--- config.mk ---
export PLATFORM = sky130hd
export DESIGN_NAME = decode_stage_flat
export DESIGN_NICKNAME = d
export VERILOG_FILES = /design/src/rtl/decode_stage_pkg.sv /design/src/rtl/decode_stage_if.sv /design/src/rtl/decode_ctrl.sv /design/src/rtl/decode_stage.sv /design/src/flat_wrapper.sv
export SDC_FILE = /design/constraint.sdc
export NUM_CORES = 1
export LEC_CHECK = 0
export CAP_MARGIN = 25
export CELL_PAD_IN_SITES_DETAIL_PLACEMENT = 0
export CELL_PAD_IN_SITES_GLOBAL_PLACEMENT = 1
export CORE_MARGIN = 2
export CORE_UTILIZATION = 29
export CTS_CLUSTER_SIZE = 8
export DETAILED_ROUTE_END_ITERATION = 6
export PLACE_DENSITY_LB_ADDON = 0.25
export SYNTH_ARGS = -nofsm -noshare
export SYNTH_HDL_FRONTEND = slang
export SYNTH_HIERARCHICAL = 1
export SYNTH_SLANG_ARGS = --single-unit
--- constraint.sdc ---
create_clock -name clock -period 3.5 [get_ports clock]
set_input_delay 0.35 -clock clock [delete_from_list [all_inputs] [get_ports clock]]
set_output_delay 0.35 -clock clock [all_outputs]
set_load 0.03 [all_outputs]
--- src/rtl/decode_stage_pkg.sv ---
// Shared opcode/field definitions and the decoded-control bundle for the ID stage.
// Latency: n/a (declarations only).
// Backpressure: n/a.
package decode_stage_pkg;

    localparam int INSTR_W = 32;

    // Primary opcodes (instr[31:26])
    localparam logic [5:0] OP_RTYPE = 6'h00;
    localparam logic [5:0] OP_J     = 6'h02;
    localparam logic [5:0] OP_JAL   = 6'h03;
    localparam logic [5:0] OP_BEQ   = 6'h04;
    localparam logic [5:0] OP_BNE   = 6'h05;
    localparam logic [5:0] OP_ADDI  = 6'h08;
    localparam logic [5:0] OP_ADDIU = 6'h09;
    localparam logic [5:0] OP_SLTI  = 6'h0A;
    localparam logic [5:0] OP_ANDI  = 6'h0C;
    localparam logic [5:0] OP_ORI   = 6'h0D;
    localparam logic [5:0] OP_LUI   = 6'h0F;
    localparam logic [5:0] OP_LW    = 6'h23;
    localparam logic [5:0] OP_SW    = 6'h2B;

    // R-type function codes
    localparam logic [5:0] FUNCT_JR = 6'h08;

    // Instruction field bit positions
    localparam int OP_MSB  = 31;
    localparam int OP_LSB  = 26;
    localparam int RS_MSB  = 25;
    localparam int RS_LSB  = 21;
    localparam int RT_MSB  = 20;
    localparam int RT_LSB  = 16;
    localparam int RD_MSB  = 15;
    localparam int RD_LSB  = 11;
    localparam int SH_MSB  = 10;
    localparam int SH_LSB  = 6;
    localparam int FN_MSB  = 5;
    localparam int FN_LSB  = 0;
    localparam int IMM_MSB = 15;
    localparam int IMM_LSB = 0;
    localparam int TGT_MSB = 25;
    localparam int TGT_LSB = 0;

    // Everything the decoder derives from one instruction word
    typedef struct packed {
        logic [31:0] imm;
        logic [4:0]  dest;
        logic [4:0]  shamt;
        logic [5:0]  alu_op;
        logic        reg_write;
        logic        mem_read;
        logic        mem_write;
        logic        branch;
        logic        jump;
        logic        illegal;
        logic        uses_rs;
        logic        uses_rt;
    } ctrl_t;

    function automatic logic [4:0] get_rs(input logic [INSTR_W-1:0] instr);
        return instr[RS_MSB:RS_LSB];
    endfunction

    function automatic logic [4:0] get_rt(input logic [INSTR_W-1:0] instr);
        return instr[RT_MSB:RT_LSB];
    endfunction

endpackage

--- src/rtl/decode_stage_if.sv ---
// Register-bank read port plus snooped writeback port, as seen by the decode stage.
// Latency: bank read data is registered, valid one edge after the address.
// Backpressure: none; the bank always accepts a read address.
interface decode_stage_if #(
    parameter int DATA_W = 32,
    parameter int REG_AW = 5
);
    logic [REG_AW-1:0] addra;
    logic [REG_AW-1:0] addrb;
    logic [DATA_W-1:0] dataa;
    logic [DATA_W-1:0] datab;
    logic              enc;
    logic [REG_AW-1:0] addrc;
    logic [DATA_W-1:0] datac;

    // Decode stage side
    modport master (
        output addra, addrb,
        input  dataa, datab, enc, addrc, datac
    );

    // Register bank / writeback side
    modport slave (
        input  addra, addrb,
        output dataa, datab, enc, addrc, datac
    );
endinterface

--- src/rtl/decode_ctrl.sv ---
// Combinational opcode decoder: control flags, extended immediate, destination, operand use.
// Latency: zero (pure combinational).
// Backpressure: none.
module decode_ctrl
    import decode_stage_pkg::*;
#(
    parameter int LINK_REG = 31
) (
    input  logic [INSTR_W-1:0] instr,
    output ctrl_t              ctrl
);

    logic [5:0]  op;
    logic [5:0]  funct;
    logic [4:0]  rt;
    logic [4:0]  rd;
    logic [15:0] imm16;

    assign op    = instr[OP_MSB:OP_LSB];
    assign funct = instr[FN_MSB:FN_LSB];
    assign rt    = instr[RT_MSB:RT_LSB];
    assign rd    = instr[RD_MSB:RD_LSB];
    assign imm16 = instr[IMM_MSB:IMM_LSB];

    // Decode the opcode into the control bundle; unknown opcodes become an illegal NOP
    always_comb begin
        ctrl        = '0;
        ctrl.alu_op = op;
        ctrl.shamt  = instr[SH_MSB:SH_LSB];
        ctrl.imm    = {{16{imm16[15]}}, imm16};
        case (op)
            OP_RTYPE: begin
                ctrl.alu_op    = funct;
                ctrl.dest      = rd;
                ctrl.reg_write = (funct != FUNCT_JR);
                ctrl.uses_rs   = 1'b1;
                ctrl.uses_rt   = 1'b1;
            end
            OP_LW: begin
                ctrl.dest      = rt;
                ctrl.reg_write = 1'b1;
                ctrl.mem_read  = 1'b1;
                ctrl.uses_rs   = 1'b1;
            end
            OP_SW: begin
                ctrl.mem_write = 1'b1;
                ctrl.uses_rs   = 1'b1;
                ctrl.uses_rt   = 1'b1;
            end
            OP_BEQ, OP_BNE: begin
                ctrl.branch    = 1'b1;
                ctrl.uses_rs   = 1'b1;
                ctrl.uses_rt   = 1'b1;
            end
            OP_ADDI, OP_ADDIU, OP_SLTI: begin
                ctrl.dest      = rt;
                ctrl.reg_write = 1'b1;
                ctrl.uses_rs   = 1'b1;
            end
            OP_ANDI, OP_ORI: begin
                ctrl.imm       = {16'h0000, imm16};
                ctrl.dest      = rt;
                ctrl.reg_write = 1'b1;
                ctrl.uses_rs   = 1'b1;
            end
            OP_LUI: begin
                ctrl.imm       = {imm16, 16'h0000};
                ctrl.dest      = rt;
                ctrl.reg_write = 1'b1;
            end
            OP_J: begin
                ctrl.imm       = {6'b0, instr[TGT_MSB:TGT_LSB]};
                ctrl.jump      = 1'b1;
            end
            OP_JAL: begin
                ctrl.imm       = {6'b0, instr[TGT_MSB:TGT_LSB]};
                ctrl.jump      = 1'b1;
                ctrl.dest      = 5'(LINK_REG);
                ctrl.reg_write = 1'b1;
            end
            default: begin
                ctrl.illegal   = 1'b1;
            end
        endcase
        // r0 is hardwired, so a write to it is never a real write
        if (ctrl.dest == 5'd0) begin
            ctrl.reg_write = 1'b0;
        end
    end

endmodule

--- src/rtl/decode_stage.sv ---
// IF/ID register + decoder: drives bank read addresses, bypasses same-edge writeback, interlocks load-use.
// Latency: one edge from fetch word to id_issue; a load-use hazard adds exactly one bubble.
// Backpressure: stall_out holds fetch for one cycle on load-use; flush overrides and empties the slot.
module decode_stage
    import decode_stage_pkg::*;
#(
    parameter int DATA_W   = 32,
    parameter int REG_AW   = 5,
    parameter int LINK_REG = 31
) (
    input  logic              clock,
    input  logic              reset,
    input  logic [DATA_W-1:0] instr_in,
    input  logic [DATA_W-1:0] pc_in,
    input  logic              valid_in,
    input  logic              flush,
    output logic              stall_out,
    decode_stage_if.master    bank,
    input  logic              ex_mem_read,
    input  logic [REG_AW-1:0] ex_dest,
    output logic              id_issue,
    output logic [DATA_W-1:0] id_pc,
    output logic [DATA_W-1:0] id_opa,
    output logic [DATA_W-1:0] id_opb,
    output logic [DATA_W-1:0] id_imm,
    output logic [REG_AW-1:0] id_dest,
    output logic [4:0]        id_shamt,
    output logic [5:0]        id_alu_op,
    output logic              id_reg_write,
    output logic              id_mem_read,
    output logic              id_mem_write,
    output logic              id_branch,
    output logic              id_jump,
    output logic              id_illegal
);

    logic              valid_q;
    logic [DATA_W-1:0] instr_q;
    logic [DATA_W-1:0] pc_q;
    logic              byp_a_v;
    logic              byp_b_v;
    logic [DATA_W-1:0] byp_a;
    logic [DATA_W-1:0] byp_b;
    logic [4:0]        rs_q;
    logic [4:0]        rt_q;
    logic              hz;
    ctrl_t             ctrl;

    decode_ctrl #(
        .LINK_REG (LINK_REG)
    ) u_ctrl (
        .instr (instr_q),
        .ctrl  (ctrl)
    );

    assign rs_q = get_rs(instr_q);
    assign rt_q = get_rt(instr_q);

    // Load in EX whose result this instruction needs: not available until after the load leaves EX
    assign hz = valid_q && ex_mem_read && (ex_dest != '0) &&
                ((ctrl.uses_rs && (ex_dest == rs_q)) || (ctrl.uses_rt && (ex_dest == rt_q)));

    assign stall_out = hz && !flush;

    // While stalled, keep re-reading the held instruction so late writebacks are picked up
    assign bank.addra = stall_out ? rs_q : get_rs(instr_in);
    assign bank.addrb = stall_out ? rt_q : get_rt(instr_in);

    // IF/ID register: flush empties the slot, stall holds it, otherwise take the fetch word
    always_ff @(posedge clock or negedge reset) begin
        if (!reset) begin
            valid_q <= 1'b0;
            instr_q <= '0;
            pc_q    <= '0;
        end else if (flush) begin
            valid_q <= 1'b0;
        end else if (!stall_out) begin
            valid_q <= valid_in;
            instr_q <= instr_in;
            pc_q    <= pc_in;
        end
    end

    // Capture a writeback that lands on the same edge as the read; the bank returns the old value then
    always_ff @(posedge clock or negedge reset) begin
        if (!reset) begin
            byp_a_v <= 1'b0;
            byp_b_v <= 1'b0;
            byp_a   <= '0;
            byp_b   <= '0;
        end else begin
            byp_a_v <= bank.enc && (bank.addrc == bank.addra) && (bank.addrc != '0);
            byp_b_v <= bank.enc && (bank.addrc == bank.addrb) && (bank.addrc != '0);
            byp_a   <= bank.datac;
            byp_b   <= bank.datac;
        end
    end

    assign id_issue     = valid_q && !hz;
    assign id_pc        = pc_q;
    assign id_opa       = (rs_q == 5'd0) ? '0 : (byp_a_v ? byp_a : bank.dataa);
    assign id_opb       = (rt_q == 5'd0) ? '0 : (byp_b_v ? byp_b : bank.datab);
    assign id_imm       = ctrl.imm;
    assign id_dest      = ctrl.dest;
    assign id_shamt     = ctrl.shamt;
    assign id_alu_op    = ctrl.alu_op;
    assign id_reg_write = ctrl.reg_write;
    assign id_mem_read  = ctrl.mem_read;
    assign id_mem_write = ctrl.mem_write;
    assign id_branch    = ctrl.branch;
    assign id_jump      = ctrl.jump;
    assign id_illegal   = ctrl.illegal;

endmodule

--- src/flat_wrapper.sv ---
// flat-port wrapper written by rule: the top's interface ports become plain ports
module decode_stage_flat import decode_stage_pkg::*;
#(
    parameter int DATA_W   = 32,
    parameter int REG_AW   = 5,
    parameter int LINK_REG = 31
)
  (clock, reset, instr_in, pc_in, valid_in, flush, stall_out, ex_mem_read, ex_dest, id_issue, id_pc, id_opa, id_opb, id_imm, id_dest, id_shamt, id_alu_op, id_reg_write, id_mem_read, id_mem_write, id_branch, id_jump, id_illegal, bank_addra, bank_addrb, bank_dataa, bank_datab, bank_enc, bank_addrc, bank_datac);
  decode_stage_if #(.DATA_W(DATA_W), .REG_AW(REG_AW)) bank_i ();
  input  logic clock;
  input  logic reset;
  input  logic [DATA_W-1:0] instr_in;
  input  logic [DATA_W-1:0] pc_in;
  input  logic valid_in;
  input  logic flush;
  output logic stall_out;
  input  logic ex_mem_read;
  input  logic [REG_AW-1:0] ex_dest;
  output logic id_issue;
  output logic [DATA_W-1:0] id_pc;
  output logic [DATA_W-1:0] id_opa;
  output logic [DATA_W-1:0] id_opb;
  output logic [DATA_W-1:0] id_imm;
  output logic [REG_AW-1:0] id_dest;
  output logic [4:0] id_shamt;
  output logic [5:0] id_alu_op;
  output logic id_reg_write;
  output logic id_mem_read;
  output logic id_mem_write;
  output logic id_branch;
  output logic id_jump;
  output logic id_illegal;
  output wire logic [$bits(bank_i.addra)-1:0] bank_addra;
  output wire logic [$bits(bank_i.addrb)-1:0] bank_addrb;
  input wire logic [$bits(bank_i.dataa)-1:0] bank_dataa;
  input wire logic [$bits(bank_i.datab)-1:0] bank_datab;
  input wire logic [$bits(bank_i.enc)-1:0] bank_enc;
  input wire logic [$bits(bank_i.addrc)-1:0] bank_addrc;
  input wire logic [$bits(bank_i.datac)-1:0] bank_datac;
  assign bank_addra = bank_i.addra;
  assign bank_addrb = bank_i.addrb;
  assign bank_i.dataa = bank_dataa;
  assign bank_i.datab = bank_datab;
  assign bank_i.enc = bank_enc;
  assign bank_i.addrc = bank_addrc;
  assign bank_i.datac = bank_datac;
  decode_stage #(.DATA_W(DATA_W), .REG_AW(REG_AW), .LINK_REG(LINK_REG)) u_core (.clock(clock), .reset(reset), .instr_in(instr_in), .pc_in(pc_in), .valid_in(valid_in), .flush(flush), .stall_out(stall_out), .bank(bank_i), .ex_mem_read(ex_mem_read), .ex_dest(ex_dest), .id_issue(id_issue), .id_pc(id_pc), .id_opa(id_opa), .id_opb(id_opb), .id_imm(id_imm), .id_dest(id_dest), .id_shamt(id_shamt), .id_alu_op(id_alu_op), .id_reg_write(id_reg_write), .id_mem_read(id_mem_read), .id_mem_write(id_mem_write), .id_branch(id_branch), .id_jump(id_jump), .id_illegal(id_illegal));
endmodule
==> Word level (Yosys, flattened, before mapping) <==
Index checks and enable logic that the tools add are counted.
{ "word_totals": {"register_bits": 99, "input_bits": 176, "out_inout_bits": 162} }
{ "op_classes": {"eq_ne": 18, "mux": 20, "bitwise": 2, "reduce_logical": 29} }
{ "ops": {"columns": ["cell", "count"], "rows": [
  ["$mux 32", 4],
  ["$pmux 32 s3", 1],
  ["$eq 6x4->1 const B", 6],
  ["$eq 5x5->1", 4],
  ["$logic_not 5->1", 3],
  ["$pmux 5 s3", 1],
  ["$reduce_or 13->1", 1],
  ["$eq 6x2->1 const B", 2],
  ["$eq 6x3->1 const B", 2],
  ["$eq 6x6->1 const B", 2],
  ["$logic_and 1x1->1", 11],
  ["$mux 1", 10],
  ["$mux 5", 2],
  ["$reduce_bool 5->1", 2],
  ["$reduce_or 10->1", 1],
  ["$reduce_or 8->1", 1],
  ["$reduce_or 7->1", 1],
  ["$logic_not 6->1", 1],
  ["$mux 6", 1],
  ["$ne 6x4->1 const B", 1],
  ["$reduce_or 2->1", 3],
  ["$reduce_or 4->1", 1],
  ["$logic_not 1->1", 2],
  ["$ne 2x2->1 const B", 1],
  ["4 further kinds", 5]
]} }

==> Logic depth before layout (Yosys ltp) <==
{ "logic_depth": {"depth_word": 11, "ltp_mapped": 13, "mapped_depth_nobuf": 9} }

==> Modules after synthesis <==
The synthesis kept the hierarchy.
{ "by_module_without_submodules": {"columns": ["module", "instances", "cells_each", "area_each_um2"], "rows": [
  ["decode_stage", 1, 394, 5096.1],
  ["decode_ctrl", 1, 118, 822.0]
]} }

==> Worst setup path before layout <==
Ideal clock, no wire load.
{ "synth_path": {"path_type": "reg2out", "start": "register u_core.instr_q[28]", "end": "output bank_addra[0]", "arrival_ns": 2.380, "path_slack_ns": 0.770, "path_stages_with_launch": 11, "path_buffers": 2, "path_cell_list": "dfrtp_1 buf_4 inv_1 a2111oi_0 a21oi_1 nor2_1 and2_0 a32oi_1 nor2_2 buf_2 mux2_2"} }
{ "synth_rtl": {"columns": ["item", "line", "source"], "rows": [
  ["from (decl)", "decode_stage.sv:38", "logic [DATA_W-1:0] instr_q;"],
  ["from (signal assigned)", "decode_stage.sv:79", "instr_q <= instr_in;"],
  ["to (decl)", "flat_wrapper.sv:33", "output wire logic [$bits(bank_i.addra)-1:0] bank_addra;"]
]} }

==> out/qor.log <==
INFO  critical_path  worstSetupPathType=flop to output port
INFO  sta            achievable-frequency=0.295GHz
INFO  cells_and_area num-fill-cells=1796
INFO  routing        route.detailed.wl_per_inst=19.9µm
INFO  synthesis      synthCells=512
INFO  synthesis      yosysSeqAreaShare=0.419
INFO  critical_path  regToRegEndpoint=u_core/id_pc[19]
INFO  floorplan      start_util=0.294
INFO  routing        ant_nets=0
INFO  synthesis      yosys_cell_types=55
INFO  cts            htree_levels=3
INFO  sta            timing.slew.headroom=0.449
INFO  sta            hold_viol_final=0
INFO  cts            number_of_buffers_added_by_the_clock_tree_synthesis_step=9
INFO  sta            worstMarginPinSlew=827ps
INFO  synthesis      ys.flop_type=sky130_fd_sc_hd__dfrtp_1
INFO  job            drv_cap=0
INFO  grt            number_of_antenna_violations_at_the_first_check_in_global_routing=2
INFO  cts            clkSinkCount=99
INFO  synthesis      syn_avg_cell_area=11.6µm²
INFO  critical_path  critical_path.endpoint_type=output port
INFO  cells_and_area utilization=0.493
INFO  critical_path  worstRegToRegCells=10
INFO  routing        vias=5436
INFO  routing        post_drt_via_cell_ratio=4.83
INFO  placed_design  post-dp-hpwl=17100µm
INFO  floorplan      floorplan.die_area=21600µm²
INFO  cells_and_area footprint_of_the_multi_input_gates=3130µm²
INFO  synthesis      synth_xor_area_frac=0.0266
INFO  synthesis      number_of_synthesized_flops_with_an_enable_pin=0
INFO  critical_path  critPathLaunchType=flop
INFO  floorplan      chipHeight=147µm
INFO  power          vdd_drop_max=0.000230V
INFO  cts            clockBufferDepth=2
INFO  grt            track_usage=0.205
INFO  synthesis      synth_top_family_by_area=multiplexers
INFO  floorplan      die_width=147µm
INFO  cts            clk-insertion-delay-late=360ps
INFO  grt            grt_pass1_wl=34100µm
INFO  synthesis      ys_top_cells_by_count=99 x sky130_fd_sc_hd__dfrtp_1, 73 x sky130_fd_sc_hd__nor2_1, 69 x sky130_fd_sc_hd__mux2i_1
INFO  synthesis      ys_seq_elements=99
INFO  synthesis      synth_warnings=6
INFO  cts            cts_tree=done
INFO  synthesis      synth_top_area_cell=sky130_fd_sc_hd__dfrtp_1
INFO  grt            vias_in_the_first_global_route=5817
INFO  cells_and_area final_cell_area=9910µm²
INFO  placed_design  placement.cell_area=9560µm²
INFO  routing        initialDrtViolationCount=264
INFO  grt            largest_net_degree_at_the_start_of_global_routing=58
INFO  placed_design  numPlacedInstances=1105
INFO  critical_path  critPathMaxFanout=6
INFO  sta            skew=12.8ps
INFO  synthesis      synth.cell_area=5920µm²
INFO  hold_path      hold_path.class=input pin to async pin
INFO  cts            cts.reportedPaths.clkPinSlew=70ps
INFO  cts            cts-root-buf=sky130_fd_sc_hd__clkbuf_16
INFO  synthesis      synthMuxAreaShare=0.289
INFO  placed_design  io_buf_count=337
INFO  cells_and_area layout-drive-gt1-share=0.152
INFO  power          power.density_cell_area=380nW/µm²
INFO  sta            finalMaxSlewViolations=0
INFO  critical_path  setup.reg_to_reg.worst_slack=730ps
INFO  synthesis      count_leader_synth=sky130_fd_sc_hd__dfrtp_1
INFO  sta            timing.final.crit_period=3390ps
INFO  sta            layout_worst_path_cycle_share=0.970
INFO  sta            setup_violations=0
INFO  sta            finalSetupTns=0ps
INFO  synthesis      yosys.area_share.adder=0
INFO  floorplan      io-pin-count=338
INFO  synthesis      synth-simple-area-share=0.126
INFO  cells_and_area final_net_count=1025
INFO  cells_and_area sequential_cell_area=2480µm²
INFO  critical_path  timing.rr.start=u_core/instr_q[28]
INFO  grt            overflow=0
INFO  sta            rsz_0062_raised_after_global_routing=no
INFO  cells_and_area instances_no_fill=1125
INFO  synthesis      synthTopCellsByArea=sky130_fd_sc_hd__dfrtp_1 42%, sky130_fd_sc_hd__mux2_4 15%, sky130_fd_sc_hd__mux2i_1 12%
INFO  critical_path  critical_path_required=3150ps
INFO  synthesis      async_flop_share=1.00
INFO  routing        route.final.wire_length=22400µm
INFO  sta            fin_hold_ws=61.8ps
INFO  outcome        outcome=finished clean
INFO  routing        dr_drc_count=0
INFO  floorplan      placementRows=52
INFO  routing        drt_first_pass_iters=4
INFO  synthesis      synth_top_cell_area_share=0.419
INFO  power          power.static_leakage=4.13nW
INFO  cells_and_area area.growth.synth_to_final=67.4%
INFO  critical_path  cp_data_arrival_time=3040ps
INFO  placed_design  gp_congestion=0.932
INFO  synthesis      synth_nets=688
INFO  floorplan      placeableCoreArea=20100µm²
INFO  synthesis      synth_compound_gate_area_share=0.0839
==> cell type report <==
class	count	share of cell area
inverters	8	0.00303
diodes	1	0.000253
clock inverters	7	0.00695
flip-flops and latches	99	0.250
clock buffers	9	0.0227
repair buffers	366	0.366
multi-input cells	365	0.316
well taps	270	0.0341
==> worst max-delay path: stages (launching register included) <==
cell                              delay [ps]
sky130_fd_sc_hd__dfrtp_1                 440
sky130_fd_sc_hd__inv_1                   110
sky130_fd_sc_hd__a2111oi_1               420
sky130_fd_sc_hd__a21oi_1                  80
sky130_fd_sc_hd__nor2_1                  110
sky130_fd_sc_hd__and2_0                  150
sky130_fd_sc_hd__a32oi_2                 100
sky130_fd_sc_hd__nor2_2                  180
sky130_fd_sc_hd__buf_4                   140
sky130_fd_sc_hd__mux2_2                  350
sky130_fd_sc_hd__clkdlybuf4s50_1         630
==> how the worst max path moves through the flow <==
| stage | from | end |
|---|---|---|
| 4_1_cts | u_core/instr_q[28] | bank_addra[0] |
| 2_1_floorplan | u_core/instr_q[28] | bank_addra[0] |
| 6_report | u_core/instr_q[28] | bank_addrb[0] |
| 5_1_grt | u_core/instr_q[28] | bank_addrb[0] |
| 3_3_place_gp | ex_dest[4] | bank_addra[2] |
| 3_5_place_dp | ex_dest[4] | bank_addra[1] |
==> kinds of logic after synthesis <==
group / after synthesis
and+or+nand+nor: 145
muxes: 140
DFF: 99
AOI/OAI and AO/OA: 62
buffers and inverters: 48
xor gates and xnor gates: 18
==> power breakdown <==
part	internal, mW	switching (mW)
registers	1.24	0.102
logic	0.702	0.711
clock network	0.502	0.511
total	2.44	1.32
==> timing repair <==
item,in CTS,in global routing
setup buffers,3,0
gates cloned,0,0
hold buffers,0,0
endpoints found under the setup margin,7,11
pin swaps,1,0
gates resized for setup,0,8
hold endpoints to repair,0,0
==> registers in the layout, summed over array words and instances, names as in the netlist <==
| signal | flops |
|---|---|
| u_core/byp_b_v | 1 |
| u_core/instr_q | 32 |
| u_core/id_pc | 32 |
| u_core/valid_q | 1 |
| u_core/byp_a_v | 1 |
| u_core/byp_b | 32 |
==> per-layer routing <==
layer  global-route usage  up-vias  routed length (µm)
met4               0.0801        2                 671
met5                    0        -                  13
met3               0.0543       49                1860
met1                0.235     2617                8460
li1                     -     2494                   -
met2                0.366      274               11400
==> per-stage QoR <==
stage	setup slack (ps)	total power, mW
floorplan	770	2.08
global placement	227	2.77
detailed placement	232	2.77
CTS	41.7	3.81
global route	8.94	3.94
finish	107	3.77
==> cell usage in the layout, fill, tap and decap left out, drive strengths merged, types with 5 or more instances in the layout <==
master	count
nand2	13
mux2i	69
mux2	71
nand2b	9
buf	30
nor4	10
inv	12
dfrtp	99
a221o	15
o21ai	6
dlymetal6s2s	6
clkdlybuf4s50	330
or4	5
xor2	16
a21oi	6
nor2	74
nor2b	18
a21o	13
clkbuf	9
Power figures use the tool's default switching activity.
